**src/rtl/mem_arb_pkg.sv**
```systemverilog
// Shared types and constants for the two-port cache-line memory arbiter.
package mem_arb_pkg;

  localparam int DEF_ADDR_W = 32;
  localparam int DEF_DATA_W = 256;

  localparam logic PORT0 = 1'b0;
  localparam logic PORT1 = 1'b1;

  typedef enum logic [2:0] {
    ST_IDLE  = 3'd0,
    ST_GNT0  = 3'd1,
    ST_GNT1  = 3'd2,
    ST_DONE0 = 3'd3,
    ST_DONE1 = 3'd4
  } state_e;

  function automatic logic is_gnt(input state_e s);
    return (s == ST_GNT0) || (s == ST_GNT1);
  endfunction

endpackage

```
**src/rtl/rr_arbiter2.sv**
```systemverilog
// Two-way round-robin pick: a lone requester wins, a tie goes to the port
// that did not win last time.
module rr_arbiter2
  import mem_arb_pkg::*;
(
  input  logic [1:0] req,
  input  logic       last_grant,
  output logic       gnt_valid,
  output logic       gnt_idx
);

  // Winner selection from the request bits and the previous winner.
  always_comb begin
    gnt_valid = req[0] | req[1];
    if (req[0] && req[1]) begin
      gnt_idx = ~last_grant;
    end else if (req[1]) begin
      gnt_idx = PORT1;
    end else begin
      gnt_idx = PORT0;
    end
  end

endmodule

```
**src/rtl/mem_arbiter.sv**
```systemverilog
// Shares one cache-line Data Memory port between the icache (port 0) and the
// dcache (port 1); one grant at a time, held until the memory acks.
module mem_arbiter
  import mem_arb_pkg::*;
#(
  parameter int ADDR_W  = DEF_ADDR_W,
  parameter int DATA_W  = DEF_DATA_W,
  parameter int TIMEOUT = 64,
  parameter int CNT_W   = 7
) (
  input  logic              clk_i,
  input  logic              rst_i,
  input  logic              p0_enable_i,
  input  logic              p0_write_i,
  input  logic [ADDR_W-1:0] p0_addr_i,
  input  logic [DATA_W-1:0] p0_data_i,
  output logic [DATA_W-1:0] p0_data_o,
  output logic              p0_ack_o,
  input  logic              p1_enable_i,
  input  logic              p1_write_i,
  input  logic [ADDR_W-1:0] p1_addr_i,
  input  logic [DATA_W-1:0] p1_data_i,
  output logic [DATA_W-1:0] p1_data_o,
  output logic              p1_ack_o,
  output logic              mem_enable_o,
  output logic              mem_write_o,
  output logic [ADDR_W-1:0] mem_addr_o,
  output logic [DATA_W-1:0] mem_data_o,
  input  logic [DATA_W-1:0] mem_data_i,
  input  logic              mem_ack_i,
  output logic              err_o,
  output logic              busy_o
);

  state_e              state_r;
  state_e              state_next_s;
  logic                last_grant_r;
  logic                gnt_valid_s;
  logic                gnt_idx_s;
  logic                req_write_r;
  logic [ADDR_W-1:0]   req_addr_r;
  logic [DATA_W-1:0]   req_data_r;
  logic [DATA_W-1:0]   p0_data_r;
  logic [DATA_W-1:0]   p1_data_r;
  logic [CNT_W-1:0]    wdog_cnt_r;
  logic                err_r;
  logic                mem_enable_r;
  logic                p0_ack_r;
  logic                p1_ack_r;
  logic                busy_r;
  logic                mem_enable_next_s;
  logic                p0_ack_next_s;
  logic                p1_ack_next_s;
  logic                busy_next_s;

  rr_arbiter2 u_rr (
    .req        ({p1_enable_i, p0_enable_i}),
    .last_grant (last_grant_r),
    .gnt_valid  (gnt_valid_s),
    .gnt_idx    (gnt_idx_s)
  );

  // State register.
  always_ff @(posedge clk_i or negedge rst_i) begin
    if (!rst_i) begin
      state_r <= ST_IDLE;
    end else begin
      state_r <= state_next_s;
    end
  end

  // Next-state logic; acks outside a grant state fall through untouched.
  always_comb begin
    state_next_s = state_r;
    case (state_r)
      ST_IDLE: begin
        if (gnt_valid_s) begin
          state_next_s = (gnt_idx_s == PORT1) ? ST_GNT1 : ST_GNT0;
        end else begin
          state_next_s = ST_IDLE;
        end
      end
      ST_GNT0: begin
        if (mem_ack_i) begin
          state_next_s = ST_DONE0;
        end else begin
          state_next_s = ST_GNT0;
        end
      end
      ST_GNT1: begin
        if (mem_ack_i) begin
          state_next_s = ST_DONE1;
        end else begin
          state_next_s = ST_GNT1;
        end
      end
      ST_DONE0: state_next_s = ST_IDLE;
      ST_DONE1: state_next_s = ST_IDLE;
      default:  state_next_s = ST_IDLE;
    endcase
  end

  // Output decode from the next state so the strobes come straight off flops.
  always_comb begin
    mem_enable_next_s = is_gnt(state_next_s);
    p0_ack_next_s     = (state_next_s == ST_DONE0);
    p1_ack_next_s     = (state_next_s == ST_DONE1);
    busy_next_s       = (state_next_s != ST_IDLE);
  end

  // Output strobe registers.
  always_ff @(posedge clk_i or negedge rst_i) begin
    if (!rst_i) begin
      mem_enable_r <= 1'b0;
      p0_ack_r     <= 1'b0;
      p1_ack_r     <= 1'b0;
      busy_r       <= 1'b0;
    end else begin
      mem_enable_r <= mem_enable_next_s;
      p0_ack_r     <= p0_ack_next_s;
      p1_ack_r     <= p1_ack_next_s;
      busy_r       <= busy_next_s;
    end
  end

  // Capture the winner's request at grant time; later input changes are ignored.
  always_ff @(posedge clk_i or negedge rst_i) begin
    if (!rst_i) begin
      last_grant_r <= PORT1;
      req_write_r  <= 1'b0;
      req_addr_r   <= {ADDR_W{1'b0}};
      req_data_r   <= {DATA_W{1'b0}};
    end else if ((state_r == ST_IDLE) && gnt_valid_s) begin
      last_grant_r <= gnt_idx_s;
      if (gnt_idx_s == PORT1) begin
        req_write_r <= p1_write_i;
        req_addr_r  <= p1_addr_i;
        req_data_r  <= p1_data_i;
      end else begin
        req_write_r <= p0_write_i;
        req_addr_r  <= p0_addr_i;
        req_data_r  <= p0_data_i;
      end
    end
  end

  // Read-return registers; writes leave the previous line in place.
  always_ff @(posedge clk_i or negedge rst_i) begin
    if (!rst_i) begin
      p0_data_r <= {DATA_W{1'b0}};
      p1_data_r <= {DATA_W{1'b0}};
    end else begin
      if ((state_r == ST_GNT0) && mem_ack_i && !req_write_r) begin
        p0_data_r <= mem_data_i;
      end
      if ((state_r == ST_GNT1) && mem_ack_i && !req_write_r) begin
        p1_data_r <= mem_data_i;
      end
    end
  end

  // Watchdog: cleared in IDLE (every grant is entered from IDLE), saturating in a grant.
  always_ff @(posedge clk_i or negedge rst_i) begin
    if (!rst_i) begin
      wdog_cnt_r <= {CNT_W{1'b0}};
      err_r      <= 1'b0;
    end else begin
      if (state_r == ST_IDLE) begin
        wdog_cnt_r <= {CNT_W{1'b0}};
      end else if (is_gnt(state_r) && (wdog_cnt_r != CNT_W'(TIMEOUT))) begin
        wdog_cnt_r <= wdog_cnt_r + CNT_W'(1);
      end
      // The edge that takes the count to TIMEOUT is the one that flags the error.
      if (is_gnt(state_r) && !mem_ack_i && (wdog_cnt_r == CNT_W'(TIMEOUT - 1))) begin
        err_r <= 1'b1;
      end
    end
  end

  assign mem_enable_o = mem_enable_r;
  assign mem_write_o  = req_write_r;
  assign mem_addr_o   = req_addr_r;
  assign mem_data_o   = req_data_r;
  assign p0_ack_o     = p0_ack_r;
  assign p1_ack_o     = p1_ack_r;
  assign p0_data_o    = p0_data_r;
  assign p1_data_o    = p1_data_r;
  assign err_o        = err_r;
  assign busy_o       = busy_r;

endmodule

```
**config.mk**
```make
export PLATFORM = sky130hd
export DESIGN_NAME = mem_arbiter
export DESIGN_NICKNAME = d
export VERILOG_FILES = /design/src/rtl/mem_arb_pkg.sv /design/src/rtl/rr_arbiter2.sv /design/src/rtl/mem_arbiter.sv
export SDC_FILE = /design/constraint.sdc
export NUM_CORES = 1
export LEC_CHECK = 0
export CAP_MARGIN = 10
export CORE_AREA = 2 2 645 647
export CTS_BUF_LIST = sky130_fd_sc_hd__clkbuf_8
export DETAILED_ROUTE_END_ITERATION = 6
export DIE_AREA = 0 0 647 649
export DONT_BUFFER_PORTS = 1
export SYNTH_ARGS = -nofsm -noshare
export SYNTH_HDL_FRONTEND = slang
export SYNTH_HIERARCHICAL = 1
export SYNTH_SLANG_ARGS = --single-unit
```
**constraint.sdc**
```tcl
create_clock -name clk_i -period 1.9 [get_ports clk_i]
set_input_delay 0.475 -clock clk_i [delete_from_list [all_inputs] [get_ports clk_i]]
set_output_delay 0.475 -clock clk_i [all_outputs]
set_load 0.1 [all_outputs]
```
Word level (Yosys, flattened, before mapping)
Index checks and enable logic that the tools add are counted.
Operators by class
  div/mod/pow operators: 0
  shift-type cells: 0
  multipliers: 0
  bitwise gates (word level): 2
  add/subtract/negate cells: 1
  muxes and demuxes: 12
  order comparisons: 0
  reduce and logical (&&, ||, !) cells: 16
  equal/unequal tests: 8
Operators with widths (count)
  $mux W256: 1
  $mux W32: 1
  $mux W7: 2
  $eq A3 B2 Y1 const B: 3
  $logic_and A1 B1 Y1: 9
  $pmux W3 S3: 1
  $add A7 B1 Y7 const B: 1
  $eq A7 B6 Y1 const B: 1
  $ne A7 B7 Y1 const B: 1
  $eq A3 B1 Y1 const B: 2
  $mux W2: 3
  $eq A3 B3 Y1 const B: 1
  $logic_not A3 Y1: 1
  $mux W1: 3
  $mux W3: 1
  $reduce_bool A3 Y1: 1
  $logic_not A1 Y1: 2
  $logic_or A1 B1 Y1: 2
  $reduce_bool A2 Y1: 1
  $not A1 Y1: 1
  $or A1 B1 Y1: 1
Storage, ports and cells
  flip-flop bits (word level): 817
  ROM bits: 0
  input bits: 839
  memories kept: 0
  bits in latches: 0
  RAM bits: 0
  logic and storage cells: 52
  output and inout bits: 806

Logic depth before layout (Yosys ltp)
  depth after elaboration: 7
  depth in mapped cells: 8
  mapped depth without buffers: 5

Hierarchy
Netlist, hierarchy kept.
Modules (own cells, without submodules)
  mem_arbiter: area each 32951.6 um^2, instances 1, sequential area each 20445.9 um^2, cells each 2410
  rr_arbiter2: area each 13.8 um^2, instances 1, sequential area each 0.0 um^2, cells each 2

Worst setup path before layout
Ideal clock, no wire load.
  path kind: register -> register
  start: reg req_write_r, in the netlist mem_write_o
  end: reg p0_data_r[225], in the netlist p0_data_o[225]
  setup time: 0.128 ns
  clock period less this slack: 2.055 ns
  required time: 1.772 ns
  path buffers: 2
  stages on the path, launching flop included: 6
  slack: -0.155 ns
  arrival: 1.927 ns
  path through: dfrtp_1 -> nor2_2 -> nand3b_1 -> buf_2 -> buf_2 -> mux2_1
Between the ends
  word-level cells in the longest chain between the ends: 2
RTL lines
  start: declaration: line mem_arbiter.sv:40  | logic req_write_r;
  start signal: assignment: line mem_arbiter.sv:136  | req_write_r <= p1_write_i;
  start signal: assignment: line mem_arbiter.sv:140  | req_write_r <= p0_write_i;
  $logic_not A1 Y1: line mem_arbiter.sv:153  | if ((state_r == ST_GNT0) && mem_ack_i && !req_write_r) begin
  $logic_and A1 B1 Y1: line mem_arbiter.sv:153
  end signal: assignment: line mem_arbiter.sv:150  | p0_data_r <= {DATA_W{1'b0}};
  end signal: assignment: line mem_arbiter.sv:154  | p0_data_r <= mem_data_i;
  end: declaration: line mem_arbiter.sv:43  | logic [DATA_W-1:0] p0_data_r;
No other way between the ends.
A chain may end at the register's enable or synchronous reset.

Final worst setup path
  start: reg p0_data_r[58], in the netlist p0_data_o[58]
  end: out p0_data_o[58]
RTL lines
  end: declaration: line mem_arbiter.sv:17  | output logic [DATA_W-1:0] p0_data_o,
No word-level cell between the ends.

==> metrics.cfg <==
[drt]
route.met2.wl_um = 163700
top_layer_used = met5
vias_per_cell = 3.217
met1Wirelength_um = 107100
wl_um = 337900
vias = 31858
antenna_left = 0
drc = 0
drt_iter0_markers = 2656
dr.pass1.iters = 7
wl_per_cell_um = 34.11
wl_met3_um = 44300

[clocking]
cts_tree = built
clkSinkCount = 817
htreeDepth = 4
clockRootBuffer = clkbuf_8
clock_latency_ps = 980
clock_path_buffers = 4
path_clk_slew_ps = 60
numCtsBuffers = 155

[floorplanning]
core_um2 = 412500
ios = 1645
die_h_um = 649
start_util_pct = 7.991
dieArea_um2 = 419900
rows = 236
dieWidth_um = 647

[global_route]
grt_pass1_vias = 30710
antenna_found_initial = 331
grt_max_degree = 97
grt.overflow.total = 0
grt_pass1_wl_um = 392300
grt_use_total_pct = 14.80

[logic_synthesis]
synth_xor_area_share_pct = 0.05314
postSynthCellCount = 2412
muxShareOfSynthArea_pct = 26.33
synth_top_family_by_area = multiplexers
synth-compound-area-share_pct = 4.733
yosys.area_share.simple_pct = 3.970
syn_nets = 3253
synth-seq-cells = 817
seq_area_frac_synth_pct = 62.02
synth_adder_area_share_pct = 0.1063
synthesis.area_um2 = 32970
ys.warnings.count = 6
syn_avg_cell_area_um2 = 13.67
synthDistinctLibCells = 42

[timing]
maxSlewHeadroom_pct = 30.49
period_needed_ps = 2303
slew_viol_final = 0
worstMarginPinSlew_ps = 1039
setup_violations = 1385
grt_setup_unrepaired = yes
hold_viol_final = 0
tns_ps = -225430
finalCritPeriodShare_pct = 121.2
setup_slack_ps = -402.5
clock.fmax_mhz = 434.3
skew_ps = 126.6

[finish]
area_growth_pct = 104.3
fin_area_um2 = 67360
layout.nets = 4961
final-instance-count-excl-fill = 9904
layout-drive-gt1-share_pct = 41.31

[critical_path]
cp.arrival_ps = 1830
crit_type = reg2out
crit_fanout = 2
crit_path_end_kind = output pin
start_kind = flip-flop
cp_data_required_time_ps = 1420

[placement]
dpl.cell_count = 8431
pre_cts_ws_ps = -901.5
io_buffer_count = 0
place_area_um2 = 46750
routabilityCongestion = 1.034
dpl.hpwl_um = 278300

[flow_run]
cap_violations = 0

[status]
status = finished with violations
failed_checks = negative setup slack

[worst_hold_path]
hold_class = in2async

==> synth_stat cells (all sizes together) <==
master | number | area (um2)
nor2 | 296 | 1114
o22a | 2 | 17.52
nand2b | 1 | 13.76
maj3 | 1 | 10.01
dfrtp | 816 | 20420
nand4 | 3 | 18.77
and3 | 2 | 12.51
nor3 | 2 | 10.01
nand2 | 3 | 11.26
nand3b | 2 | 15.01
ha | 2 | 25.02
inv | 2 | 7.510
or3 | 2 | 12.51
or3b | 1 | 8.760
buf | 147 | 872.1
nor2b | 3 | 18.77
and2 | 1 | 6.260
mux2 | 514 | 5788
nor3b | 3 | 22.52
o211ai | 1 | 7.510
nand3 | 1 | 5.000
o31ai | 1 | 7.510
xnor2 | 2 | 17.52
a31o | 2 | 17.52
dfstp | 1 | 26.28
clkbuf | 10 | 37.54
a21oi | 289 | 1446
a21o | 1 | 7.510
a221o | 2 | 20.02
a31oi | 1 | 6.260
nor4 | 3 | 18.77
nor4b | 1 | 15.01
mux2i | 289 | 2893
a21boi | 1 | 7.510
o21a | 1 | 7.510
or2 | 1 | 6.260
a211oi | 2 | 15.01
==> final timing paths <==
kind,endpoint,slack (ps),start,cells after the start
min in group clk_i,p1_data_o[188],240,mem_data_i[188],2
max,p0_data_o[58],-400,p0_data_o[58],0
min,p1_data_o[200],220,rst_i,3
min reg2reg,p1_data_o[164],560,p1_data_o[164],1
max reg2reg,p1_data_o[38],-390,mem_write_o,8
max in group asynchronous,p0_data_o[93],100,rst_i,3
==> cells by family after synthesis <==
| family | count (synthesis) |
|---|---|
| XOR/XNOR | 2 |
| multiplexers | 803 |
| adder cells (fa/ha/maj) | 3 |
| buffers and inverters | 159 |
| AND/OR/NAND/NOR | 325 |
| flip-flops | 817 |
| AO/OA/AOI/OAI | 303 |
==> routing by layer <==
metal | global-route usage, % | vias to the layer above
li1 | - | 12153
met1 | 13.96 | 15826
met2 | 25.32 | 2634
met3 | 8.396 | 1071
met4 | 7.911 | 174
met5 | 0 | -
==> cells in the final DEF (no fill, tap or decap), types with 5 or more instances in the layout <==
master,count
clkbuf_8,191
buf_4,230
mux2_2,81
dfrtp_1,544
mux2_4,291
clkinv_4,7
dfrtp_2,20
buf_6,26
buf_8,63
buf_12,498
a21oi_1,287
diode_2,196
clkbuf_16,32
mux2i_1,287
inv_1,51
mux2_1,142
clkinv_2,10
dlygate4sd3_1,838
nor2_1,294
buf_16,21
bufinv_16,5
dfrtp_4,252
==> registers in the layout, summed over array words and instances, names as in the netlist <==
signal and cells:
busy_o 1, mem_write_o 1, p0_ack_o 1, mem_addr_o 32, state_r 3, last_grant_r 1, p0_data_o 256, mem_enable_o 1
p1_data_o 256, p1_ack_o 1, err_o 1, wdog_cnt_r 7, mem_data_o 256
==> through the flow <==
step           util, %  hold WS [ps]
4_1_cts          14.99         31.01
5_1_grt          16.30         106.5
3_3_place_gp     11.33         363.1
3_5_place_dp     11.33         362.4
2_1_floorplan        -         179.4
6_report         16.33         221.6
==> final cells by class <==
class,count,area [um2]
Clock inverter,80,529.3
Inverter,2,7.507
Timing Repair Buffer,1708,22700
Sequential cell,817,21420
Fill cell,44713,345100
Multi-Input combinational cell,1436,12740
Tap cell,5474,6849
Clock buffer,191,2629
Antenna cell,196,490.5
==> what timing repair did <==
item	CTS	global route
hold buffers	838	0
resized for setup	911	937
hold endpoints to repair	1624	0
endpoints found under the setup margin	1423	1579
setup buffers	64	56
pin swaps	1	1
cloned	11	44
Power is left out: the tool's default activity adds up to more than one toggle a clock period on the data nets, which glitch-free logic cannot reach.
==> patch, RTL diff (same settings) <==
Set the parameter `CNT_W` to 14 (it was 7).
--- a/src/rtl/mem_arbiter.sv
+++ b/src/rtl/mem_arbiter.sv
@@ -6,7 +6,7 @@
   parameter int ADDR_W  = DEF_ADDR_W,
   parameter int DATA_W  = DEF_DATA_W,
   parameter int TIMEOUT = 64,
-  parameter int CNT_W   = 7
+  parameter int CNT_W   = 14
 ) (
   input  logic              clk_i,
   input  logic              rst_i,
Check against the original RTL: not settled (the Yosys comparison gave no result); the edit may change what the design does.
==> patch against the original RTL <==
- the run still ends with setup timing left
- critical path depth unchanged
- count of clock-buffer cells in the layout rose by 6
- first-iteration DRC count grew 1.8%
- sequential cell count increased by 7
- register-to-register slack better by 0.19 ns
- setup slack worse by 0.031 ns
- via count shrank 0.44%
- area after synthesis rose by 1.0%
- final area is 0.89% higher
- routed wire length increased by 7.0%
Power is not shown: default switching activity piles up to over one toggle a cycle in this logic, so the estimate is an artifact.
==> patch: results (changes against the original RTL) <==
Outcome
  • Status: finished, violations left
  • Violated checks: setup timing

Timing
  • Final Setup Violations: 1380 (-0.36%)
  • Setup TNS: -186.56 ns (+38.87 ns)
  • Setup WS post-layout: -0.4336 ns (-0.03108 ns)

GRT
  • All-layer global routing usage: 16.44% (+1.6 points)
  • Vias in the first global route: 30749 (+0.13%)
  • Global-route wire length before repair: 427800 microns (+9.0%)
  • Pin count of the biggest net entering global routing: 115 (+19%)

Placement
  • Post-placement setup slack: -0.08448 ns (+0.8170 ns)
  • Post-DP HPWL: 311300 microns (+12%)

Synth
  • Mux cell area share after synthesis: 26.03% (-0.30 points)
  • Post-synth top cells: dfrtp_1 (823), mux2_2 (465), nor2_1 (308)
  • Synth Area in Adders: 0.07514% (-0.031 points)
  • Netlist cell types: 44 (+4.8%)
  • Mean Syn Cell Area: 13.53 sq um (-1.0%)

Critical path
  • R2R depth: 10 (+2)
  • Worst Path Arrival: 1.86 ns (+0.03 ns)

Layout
  • Layout cells sized above 1: 43.28% (+2.0 points)
  • # fillers: 44759 (+0.10%)

Clock tree
  • Post-CTS sizing: 1967 (+120%)
  • Num CTS Buffers: 163 (+5.2%)
  • Post-CTS Hold Buffers: 844 (+0.72%)

Routing
  • Routed wire length: 361700 microns (+7.0%)
  • Starting DRT DRC Count: 2705 (+1.8%)
==> patch: how the worst min path moves through the flow <==
| stage | startpoint | to | slack (ns) | depth (start not counted) |
|---|---|---|---|---|
| after global routing | mem_data_i[56] | p1_data_o[56] | 0.08 | 2 |
| after floorplan | rst_i | busy_o | 0.18 | 0 |
| after global placement | rst_i | p1_data_o[112] | 0.36 | 1 |
| final | rst_i | p1_data_o[112] | 0.17 | 3 |
| after CTS | mem_data_i[56] | p1_data_o[56] | 0.003 | 2 |
| after detailed placement | rst_i | p1_data_o[112] | 0.36 | 1 |
==> patch: final cells by class <==
cell class	count	area, sq um	area share [%]
repair buffers	1742	23680	34.85
inverters	8	30.03	0.04418
clock inverters	88	706.9	1.040
well taps	5474	6849	10.08
multi-input cells	1471	12240	18.01
flip-flops and latches	824	21430	31.53
diodes	126	315.3	0.4639
clock buffers	197	2711	3.989
